**src/rtl/dual_sram_lane.sv**
```systemverilog
`default_nettype none
// ============================================================================
// Module   : dual_sram_lane
// Purpose  : Simple dual-port SRAM with one write port and one read port on a
//            single clock. It stores operand vectors for the dot-product
//            datapath. The loader writes through the write port and the
//            compute engine reads through the read port.
//            Features:
//              - per-lane write masking
//              - registered read data with a one-cycle valid flag
//              - write-first forwarding when both ports hit the same address
//              - multi-cycle clear sweep, flagged by Busy
// Macro    : DUAL_SRAM_OUT_REG_EN adds a second output register stage, which
//            makes the read latency 2. It is disabled by default (latency 1).
// Ports    : clk          - clock; all state changes on the rising edge
//            Rst_n        - synchronous active-low reset
//            Mem_Clear    - one-cycle pulse that starts the clear sweep
//            Chip_Select  - gates both ports (does not gate the clear sweep)
//            En_Write     - write request
//            Write_Addr   - write address
//            Write_Data   - write data
//            Write_Mask   - per-lane write enable
//            En_Read      - read request
//            Read_Addr    - read address
//            Read_Data    - registered read data
//            Read_Valid   - one-cycle strobe that marks new Read_Data
//            Busy         - high while the clear sweep runs
// Revision : 1.0 - initial release
// ============================================================================
module dual_sram_lane #(
  parameter int DATA_WIDTH  = 8,
  parameter int LANE_WIDTH  = 8,
  parameter int ADDR_WIDTH  = 4,
  parameter int RAM_DEPTH   = 1 << ADDR_WIDTH,
  localparam int NUM_LANES  = DATA_WIDTH / LANE_WIDTH
) (
  input  logic                  clk,
  input  logic                  Rst_n,
  input  logic                  Mem_Clear,
  input  logic                  Chip_Select,
  input  logic                  En_Write,
  input  logic [ADDR_WIDTH-1:0] Write_Addr,
  input  logic [DATA_WIDTH-1:0] Write_Data,
  input  logic [NUM_LANES-1:0]  Write_Mask,
  input  logic                  En_Read,
  input  logic [ADDR_WIDTH-1:0] Read_Addr,
  output logic [DATA_WIDTH-1:0] Read_Data,
  output logic                  Read_Valid,
  output logic                  Busy
);

  // The array may be shallower than the address space. Indices are therefore
  // only as wide as the implemented depth needs. Out-of-range addresses are
  // screened before the index is used, so truncation never aliases.
  localparam int IDX_WIDTH = (RAM_DEPTH > 1) ? $clog2(RAM_DEPTH) : 1;
  localparam logic [IDX_WIDTH-1:0] c_last_idx = IDX_WIDTH'(RAM_DEPTH - 1);

  typedef enum logic [0:0] {
    ST_IDLE  = 1'b0,
    ST_CLEAR = 1'b1
  } state_t;

  logic [DATA_WIDTH-1:0] r_mem [RAM_DEPTH];

  state_t                r_state;
  logic [IDX_WIDTH-1:0]  r_clr_ptr;
  logic                  r_busy;
  logic [DATA_WIDTH-1:0] r_rd_data;
  logic                  r_rd_valid;

  logic                  w_wr_in_range;
  logic                  w_rd_in_range;
  logic                  w_wr_fire;
  logic                  w_rd_fire;
  logic                  w_clr_fire;
  logic                  w_collide;
  logic [IDX_WIDTH-1:0]  w_wr_idx;
  logic [IDX_WIDTH-1:0]  w_rd_idx;
  logic [DATA_WIDTH-1:0] w_rd_mem;
  logic [DATA_WIDTH-1:0] w_rd_fwd;
  logic [DATA_WIDTH-1:0] w_rd_word;

  assign w_wr_in_range = (32'(Write_Addr) < RAM_DEPTH);
  assign w_rd_in_range = (32'(Read_Addr)  < RAM_DEPTH);
  assign w_wr_idx      = Write_Addr[IDX_WIDTH-1:0];
  assign w_rd_idx      = Read_Addr[IDX_WIDTH-1:0];

  // Reset has priority over every other input. Array updates are therefore
  // gated with Rst_n even though the array itself is never reset.
  assign w_wr_fire  = Rst_n & Chip_Select & En_Write & ~r_busy & w_wr_in_range;
  assign w_rd_fire  = Rst_n & Chip_Select & En_Read  & ~r_busy;
  assign w_clr_fire = Rst_n & (r_state == ST_CLEAR);

  // Write-first forwarding: when both ports hit the same word in the same
  // cycle, masked lanes take the incoming data and the other lanes take the
  // stored data.
  assign w_collide = w_wr_fire & (Write_Addr == Read_Addr);
  assign w_rd_mem  = r_mem[w_rd_idx];

  for (genvar l = 0; l < NUM_LANES; l++) begin : g_lane_fwd
    assign w_rd_fwd[l*LANE_WIDTH +: LANE_WIDTH] =
      (w_collide && Write_Mask[l]) ? Write_Data[l*LANE_WIDTH +: LANE_WIDTH]
                                   : w_rd_mem[l*LANE_WIDTH +: LANE_WIDTH];
  end

  assign w_rd_word = w_rd_in_range ? w_rd_fwd : '0;

  // Storage array. The clear sweep and a port write never fire in the same
  // cycle, because writes are blocked while the sweep runs.
  always_ff @(posedge clk) begin
    if (w_clr_fire) begin
      r_mem[r_clr_ptr] <= '0;
    end else if (w_wr_fire) begin
      for (int l = 0; l < NUM_LANES; l++) begin
        if (Write_Mask[l]) begin
          r_mem[w_wr_idx][l*LANE_WIDTH +: LANE_WIDTH] <=
            Write_Data[l*LANE_WIDTH +: LANE_WIDTH];
        end
      end
    end
  end

  // Clear-sweep control. Busy is registered alongside the state, so it is
  // high for exactly RAM_DEPTH cycles.
  always_ff @(posedge clk) begin
    if (!Rst_n) begin
      r_state   <= ST_IDLE;
      r_clr_ptr <= '0;
      r_busy    <= 1'b0;
    end else begin
      case (r_state)
        ST_IDLE: begin
          if (Mem_Clear) begin
            r_state <= ST_CLEAR;
            r_busy  <= 1'b1;
          end
        end
        ST_CLEAR: begin
          if (r_clr_ptr == c_last_idx) begin
            r_clr_ptr <= '0;
            r_state   <= ST_IDLE;
            r_busy    <= 1'b0;
          end else begin
            r_clr_ptr <= r_clr_ptr + 1'b1;
          end
        end
        default: begin
          r_state   <= ST_IDLE;
          r_clr_ptr <= '0;
          r_busy    <= 1'b0;
        end
      endcase
    end
  end

  // First read stage. Data holds its value between reads.
  always_ff @(posedge clk) begin
    if (!Rst_n) begin
      r_rd_data  <= '0;
      r_rd_valid <= 1'b0;
    end else begin
      r_rd_valid <= w_rd_fire;
      if (w_rd_fire) begin
        r_rd_data <= w_rd_word;
      end
    end
  end

`ifdef DUAL_SRAM_OUT_REG_EN
  logic [DATA_WIDTH-1:0] r_out_data;
  logic                  r_out_valid;

  // This stage is not gated by Busy. A read accepted just before a clear
  // starts is therefore still delivered.
  always_ff @(posedge clk) begin
    if (!Rst_n) begin
      r_out_data  <= '0;
      r_out_valid <= 1'b0;
    end else begin
      r_out_valid <= r_rd_valid;
      if (r_rd_valid) begin
        r_out_data <= r_rd_data;
      end
    end
  end

  assign Read_Data  = r_out_data;
  assign Read_Valid = r_out_valid;
`else
  assign Read_Data  = r_rd_data;
  assign Read_Valid = r_rd_valid;
`endif

  assign Busy = r_busy;

endmodule
`default_nettype wire

```
**config.mk**
```make
export PLATFORM = sky130hd
export DESIGN_NAME = dual_sram_lane
export DESIGN_NICKNAME = d
export VERILOG_FILES = /design/src/rtl/dual_sram_lane.sv
export SDC_FILE = /design/constraint.sdc
export NUM_CORES = 1
export LEC_CHECK = 0
export BUFFER_PORTS_ARGS = -buffer_cell sky130_fd_sc_hd__buf_4
export CAP_MARGIN = 15
export CELL_PAD_IN_SITES_DETAIL_PLACEMENT = 1
export CELL_PAD_IN_SITES_GLOBAL_PLACEMENT = 1
export CORE_UTILIZATION = 35
export CTS_BUF_LIST = sky130_fd_sc_hd__clkbuf_8
export CTS_CLUSTER_DIAMETER = 200
export CTS_CLUSTER_SIZE = 12
export DETAILED_ROUTE_END_ITERATION = 8
export GPL_ROUTABILITY_DRIVEN = 0
export GPL_TIMING_DRIVEN = 0
export PLACE_DENSITY = 0.7
export SYNTH_ARGS = -nofsm -noshare
export SYNTH_HDL_FRONTEND = slang
export SYNTH_SLANG_ARGS = --single-unit
```
**constraint.sdc**
```tcl
create_clock -name clk -period 2 [get_ports clk]
set_input_delay 0.2 -clock clk [delete_from_list [all_inputs] [get_ports clk]]
set_output_delay 0.2 -clock clk [all_outputs]
set_load 0.01 [all_outputs]
```
======== Word level (Yosys, flattened, before mapping) ========
Memories as Yosys holds them, arrays and structs flattened.
Index checks and enable logic that the tools add are counted.
storage, ports and cells
  bits in registers ....................... 15
  bits in latches ......................... 0
  bits in writable memories ............... 128
  ROM bits ................................ 0
  bits of input ports ..................... 23
  output and inout port bits .............. 10
  word-level logic and storage cells ...... 40
  memories kept ........................... 1
memory list
  name   words  width  rd ports  clocked after Yosys merged registers in  write ports  line  source
  r_mem  16     8      1         0                                        1            63    logic [DATA_WIDTH-1:0] r_mem [RAM_DEPTH];
operators by class
  $add $sub $neg .......................... 1
  $mul .................................... 0
  div/mod/pow operators ................... 0
  order comparisons ....................... 0
  equal/unequal tests ..................... 4
  shift operators ......................... 0
  mux-type cells .......................... 17
  bitwise operators ....................... 9
  reductions and logical operators ........ 3
operator list
  kind                                                                     count
  8-bit 2-to-1 mux                                                         2
  1-bit 2-to-1 mux                                                         11
  4-bit 2-to-1 mux                                                         2
  8-bit OR reduction                                                       1
  1-bit AND                                                                7
  4-bit by 1-bit adder with 4-bit output, second input constant            1
  4-bit == test                                                            1
  4-bit == test, second input constant                                     1
  1-bit one-hot mux with 2 select lines                                    2
  2-bit by 1-bit inequality test with 1-bit output, second input constant  1
  2-bit inequality test, second input constant                             1
  1-bit NOT                                                                2
  2-bit AND reduction                                                      1
  1-bit logical AND                                                        1

======== Depth between registers and ports, before layout ========
  depth in word-level cells ............... 8
  gate-level depth with buffers ........... 7
  mapped depth without buffers ............ 4

======== Least setup slack after synthesis ========
No wires, ideal clock.
  kind .................................... register to register
  start point ............................. register r_busy (netlist: Busy)
  end point ............................... memory r_mem[15][0], enable pin
  setup time .............................. 0.370 ns
  data arrival time ....................... 1.772 ns
  required time ........................... 1.630 ns
  path slack .............................. -0.142 ns
  stages on the path, launching flop included .. 6
  path through ............................ dfxtp_1 -> nand3b_1 -> nor3_1 -> clkbuf_1 -> a31oi_1 -> nor2_1
on the way
  cells in the longest elaborated chain, start to end .. 7
  elaborated cells on any way between the ends .. 8
  those cells by class .................... mux: 5; bitwise: 2; reduce/logical: 1
ends and longest elaborated chain
  element                                                                line  source
  from (decl)                                                            67    logic r_busy;
  from (signal assigned)                                                 129   r_busy <= 1'b0;
  from (signal assigned)                                                 135   r_busy <= 1'b1;
  from (signal assigned)                                                 142   r_busy <= 1'b0;
  1-bit NOT (*)                                                          90    assign w_wr_fire = Rst_n & Chip_Select & En_Write & ~r_busy & w_wr_in_range;
  1-bit AND (*)                                                          90
  1-bit 2-to-1 mux (*)                                                   113   end else if (w_wr_fire) begin
  1-bit 2-to-1 mux (*)                                                   111   if (w_clr_fire) begin
  1-bit 2-to-1 mux (implied by the code) (*)                             116   r_mem[w_wr_idx][l*LANE_WIDTH +: LANE_WIDTH] <=
  8-bit OR reduction (no line)                                           n/a
  4-bit 2-to-1 mux (no line) / 1-bit 2-to-1 mux (equally long branches)  n/a
  to (decl)                                                              63
Every way passes the cells marked *; elsewhere a longest branch is shown, timed or not.

======== Worst setup path after layout ========
  start point ............................. register r_busy (netlist: Busy)
  end point ............................... memory r_mem[9][6], enable pin
The elaborated chain is that of the path after synthesis.

==> metrics.md <==
| Metric | Value |
|---|---|
| Worst endpoint required time | 2.21 ns |
| Maximum ir drop on the vdd rail | about 0.00041 V |
| Largest stage delay, worst path | approximately 0.38 ns |
| Post-DR vias/cell | between 5 and 6 |
| Top layer in use | met4 |
| Number of nets produced by synthesis | between 300 and 400 |
| Gate family responsible for the most delay along the worst path | compound AO/OA/AOI/OAI gates |
| Cell count after synthesis | approximately 350 |
| WL met2 | 8.22 mm |
| Num rows | 47 |
| Series of cell instances along the critical path | nand3b_1 > buf_4 > o311a_1 > o21ai_4 > nor2_4 > buf_12 |
| Total stage count of the critical path | 6 |
| Commonest register cell after synthesis | edfxtp_1 |
| Met1 WL | around 7 mm |
| Worst setup EP type | register |
| Simple logic cell fraction of the synthesized area | 6.17% |
| Initial antenna violation count | 0 |
| Endpoint, Worst Hold | Read_Data[4]$_SDFFE_PN0P_ |
| Num CTS Buffers | 17 |
| Top achievable clock speed | about 480 MHz |
| Clock root buffer master | clkbuf_8 |
| Io pins | 33 |
| Worst setup slack after layout | -0.0791 ns |
| Count of synthesis-stage warnings from yosys | 0 |
| Layout cell share with drive strength beyond 1 | approximately a third |
| Average wire per standard cell | ~25 um |
| DRT iter0 DRCs | around 360 |
| Worst Setup Start Kind | register |
| Async set-or-reset flop fraction in the synthesized netlist | 0% |
| Gate power share | around 8% |
| DR pass1 iterations | 5 |
| H-tree Lvls | 4 |
| PortBufs | 28 |
| Proportion of synthesized area in mux cells | between 10% and 20% |
| Power per cell area | approximately 830 nW/um^2 |
| Result of the run | finished with violations |
| Clock transition at path regs | about 0.080 ns |
| Clk_skew | ~0.016 ns |
| Worst hold path type | in -> reg |
| Fillers | 1625 |
| Transition time of the tightest slew-check pin | about 0.74 ns |
| WHS Path Cells | 3 |
| Die width | 133 um |
| Number of flops mapped to enable cells by yosys | 128 |
| LEAKAGE | approximately 2.4 nW |
| Met3 WL | 848 um |
| Global-route wire length before repair | about 23 mm |
| Via count of the first global-routing pass | about 3800 |
| Number of failing setup endpoints in the final timing report | between 70 and 80 |
| Dominant combinational cell family by area after synthesis | multiplexers |
| Post-route fraction of the period consumed by the critical path | 104% |
| Category of the most critical setup path | reg -> reg |
| RSZ-0062 raised after global routing | yes |
| Synthesis-stage register bit count | 143 |
| Sw Ratio | 22.5% |
| Number of nets with antenna violations after detailed routing | 0 |
| Fin nets | about 440 |
| Violated checks | setup timing |
| Sequential group share of total power | between 50% and 60% |
| Placement Setup Slack | -0.861 ns |
| Setup slack, reg-to-reg | -0.08 ns |
| Maximum Capacitance Violations | 0 |
| ANT cells | 0 |
| Xor/xnor share of the synthesized area | under 10% |
| Cell Area, Synth | around 6000 sq um |
| Total length of routed wires | between 15 and 20 mm |
| Grt total ovfl | 0 |
| Drt drc | 0 |
| Number of distinct library cells after synthesis | 39 |
| TritonCTS clock tree | done |
| Logic depth of the worst register-to-register path | 6 |
| Critical R2R Capture | r_mem[9][6]$_DFFE_PP_ |
| Adder and majority gate portion of the synthesized area | less than 1% |
| Initial standard-cell utilization of the core | a little over a third |
| Data arrival, critical path | 2.28 ns |
| Post-synthesis sequential area ratio | a little over two thirds |
| Power share of the clock group | between 30% and 40% |
| Worst-path cell with the longest stage delay | dfxtp_1 |
| Standard cell core area | 16600 sq um |
| Total die area | 17600 sq um |
| Sink count of the clock tree | ~140 |
| Final critical path time including I/O delays and setup | 2.08 ns |
| Largest net degree at the start of global routing | 17 |
| DR vias | 3617 |
| Height of the die | roughly 130 um |
| Half-perimeter wire length of the detailed placement result | around 9.7 mm |
| Post-synthesis to final-layout area growth | 26.3% |
| Worst slew margin relative to its limit | between 50% and 60% |
| Final standard cell utilization of the core | 45.5% |
| Compound-gate portion of the synthesized area | between 6 and 7% |
| Start point of the worst min-delay path | Write_Data[4] |
| Final Cell Area | about 7500 sq um |
| Max Transition Viols Final | 0 |
| Max clock buf depth | 2 |
| Worst Hold Slack | about 0.093 ns |
| Later-pin clock latency in the skew report | approximately 0.44 ns |
| CP Buf/Inv Count | 2 |
| Crit-path max FO | 8 |
| Hold Fails Final Rpt | 0 |
| Total internal power | roughly 4.8 mW |
| Total Power | roughly 6.2 mW |
| Mean post-synth cell area | roughly 17 sq um |
| Switching pwr | between 1 and 1.5 mW |
| Source of the worst register-to-register timing path | Busy$_SDFFE_PN0P_ |
| Total placed instance area | ~6500 sq um |
| Global routing usage summed across all routing layers | a little under a fifth |
worst reg2reg max path, stage by stage, from the launching register on:
cell and delay (ns):
dfxtp_1 0.38, nand3b_1 0.30, buf_4 0.24, o311a_1 0.36
o21ai_4 0.34, nor2_4 0.09, buf_12 0.16
cells in the mapped netlist (2+ instances only):
library cell	instances	area, sq um
a311oi_1	2	17.5
nor3_1	9	45.0
nand2b_1	2	12.5
mux2i_1	20	200
inv_1	3	11.3
nand2_1	6	22.5
a211oi_1	8	60.1
and3b_1	2	17.5
dfxtp_1	15	300
buf_1	2	7.51
mux4_1	14	368
mux2_2	8	90.1
and2_1	11	68.8
mux4_2	10	225
a31oi_1	3	18.8
nor2b_1	6	37.5
a222oi_1	8	80.1
edfxtp_1	128	3840
and4_1	2	17.5
nor4_1	3	18.8
buf_2	4	20.0
a221oi_1	8	70.1
o21ai_0	21	105
clkbuf_1	11	41.3
nand4_1	2	12.5
xnor2_1	6	52.6
nor2_1	25	93.8
cells by family after synthesis:
| logic type | count (synthesis) |
|---|---|
| DFF | 143 |
| and+or+nand+nor | 71 |
| AOI/OAI and AO/OA | 53 |
| muxes | 52 |
| buffers and inverters | 24 |
| xor gates and xnor gates | 7 |
| adders and majority gates | 1 |
power groups by stage:
stage / Sequential (mW) / Combinational, mW / Clock [mW]
final: 3.28 / 0.498 / 2.45
after global routing: 3.28 / 0.520 / 2.58
after CTS: 3.27 / 0.453 / 2.45
after detailed placement: 3.34 / 0.388 / 0
after global placement: 3.34 / 0.376 / 0
after floorplan: 3.34 / 0.235 / 0
timing repair:
item	CTS	global route
endpoints found under the setup margin	256	208
pin swaps	12	9
gates resized for setup	51	26
gates cloned	0	1
buffers inserted	15	6
hold endpoints to repair	2	0
hold buffers	1	0
final cells by class:
type                            count  area, sq um  area share, %
Sequential cell                   143         4150           55.0
Multi-Input combinational cell    184         2000           26.5
Timing Repair Buffer               51          544           7.22
Clock buffer                       21          289           3.83
Tap cell                          220          275           3.65
Clock inverter                     11          138           1.83
Buffer                             19          126           1.68
Inverter                            4         18.8          0.249
stage by stage:
| step | instances | TNS [ns] |
|---|---|---|
| after floorplan | 351 | -5.92 |
| after global placement | 599 | -104.25 |
| after detailed placement | 599 | -132.71 |
| after CTS | 647 | -0.0967 |
| after global routing | 653 | -4.09 |
| final | 653 | -2.84 |
placed cells by master (no fill, tap or decap), types with 3 or more instances in the layout:
cell / synthesis / final
edfxtp_1: 128 / 128
buf_4: 1 / 38
clkbuf_8: 0 / 21
mux2i_1: 20 / 17
o21ai_0: 21 / 17
nor2_4: 0 / 15
dfxtp_1: 15 / 14
mux4_1: 14 / 14
buf_12: 1 / 12
mux4_2: 10 / 10
nor2_1: 25 / 9
clkbuf_1: 11 / 8
a221oi_1: 8 / 8
mux2_2: 8 / 8
a222oi_1: 8 / 8
nor3_1: 9 / 8
a211oi_1: 8 / 8
nand2_1: 6 / 6
and2_1: 11 / 6
nor2b_1: 6 / 6
xnor2_1: 6 / 6
and2_2: 0 / 5
o21ai_4: 0 / 4
buf_2: 4 / 4
inv_1: 3 / 3
mux2i_4: 0 / 3
bufinv_16: 0 / 3
clkinv_2: 0 / 3
layer usage:
layer / vias up / GRT usage (%)
li1: 1574 / -
met4: 0 / 8.62
met2: 126 / 30.3
met5: - / 0
met1: 1886 / 23.0
met3: 31 / 4.02
worst max-delay path by stage:
stage                       startpoint                endpoint  slack [ns]
floorplan           r_state$_SDFF_PN0_  r_mem[10][0]$_DFFE_PP_       -0.07
global placement    r_state$_SDFF_PN0_   r_mem[1][5]$_DFFE_PP_       -0.71
detailed placement  r_state$_SDFF_PN0_   r_mem[5][2]$_DFFE_PP_       -0.86
CTS                  Busy$_SDFFE_PN0P_   r_mem[0][4]$_DFFE_PP_       -0.01
global route         Busy$_SDFFE_PN0P_   r_mem[9][5]$_DFFE_PP_       -0.07
finish               Busy$_SDFFE_PN0P_   r_mem[9][6]$_DFFE_PP_       -0.08
registers in the layout (all words and copies together) (netlist names):
register    count
Read_Data       8
Read_Valid      1
r_clr_ptr       4
r_mem         128
r_state         1
Busy            1
Note: power is estimated with default switching activity, not from simulation.
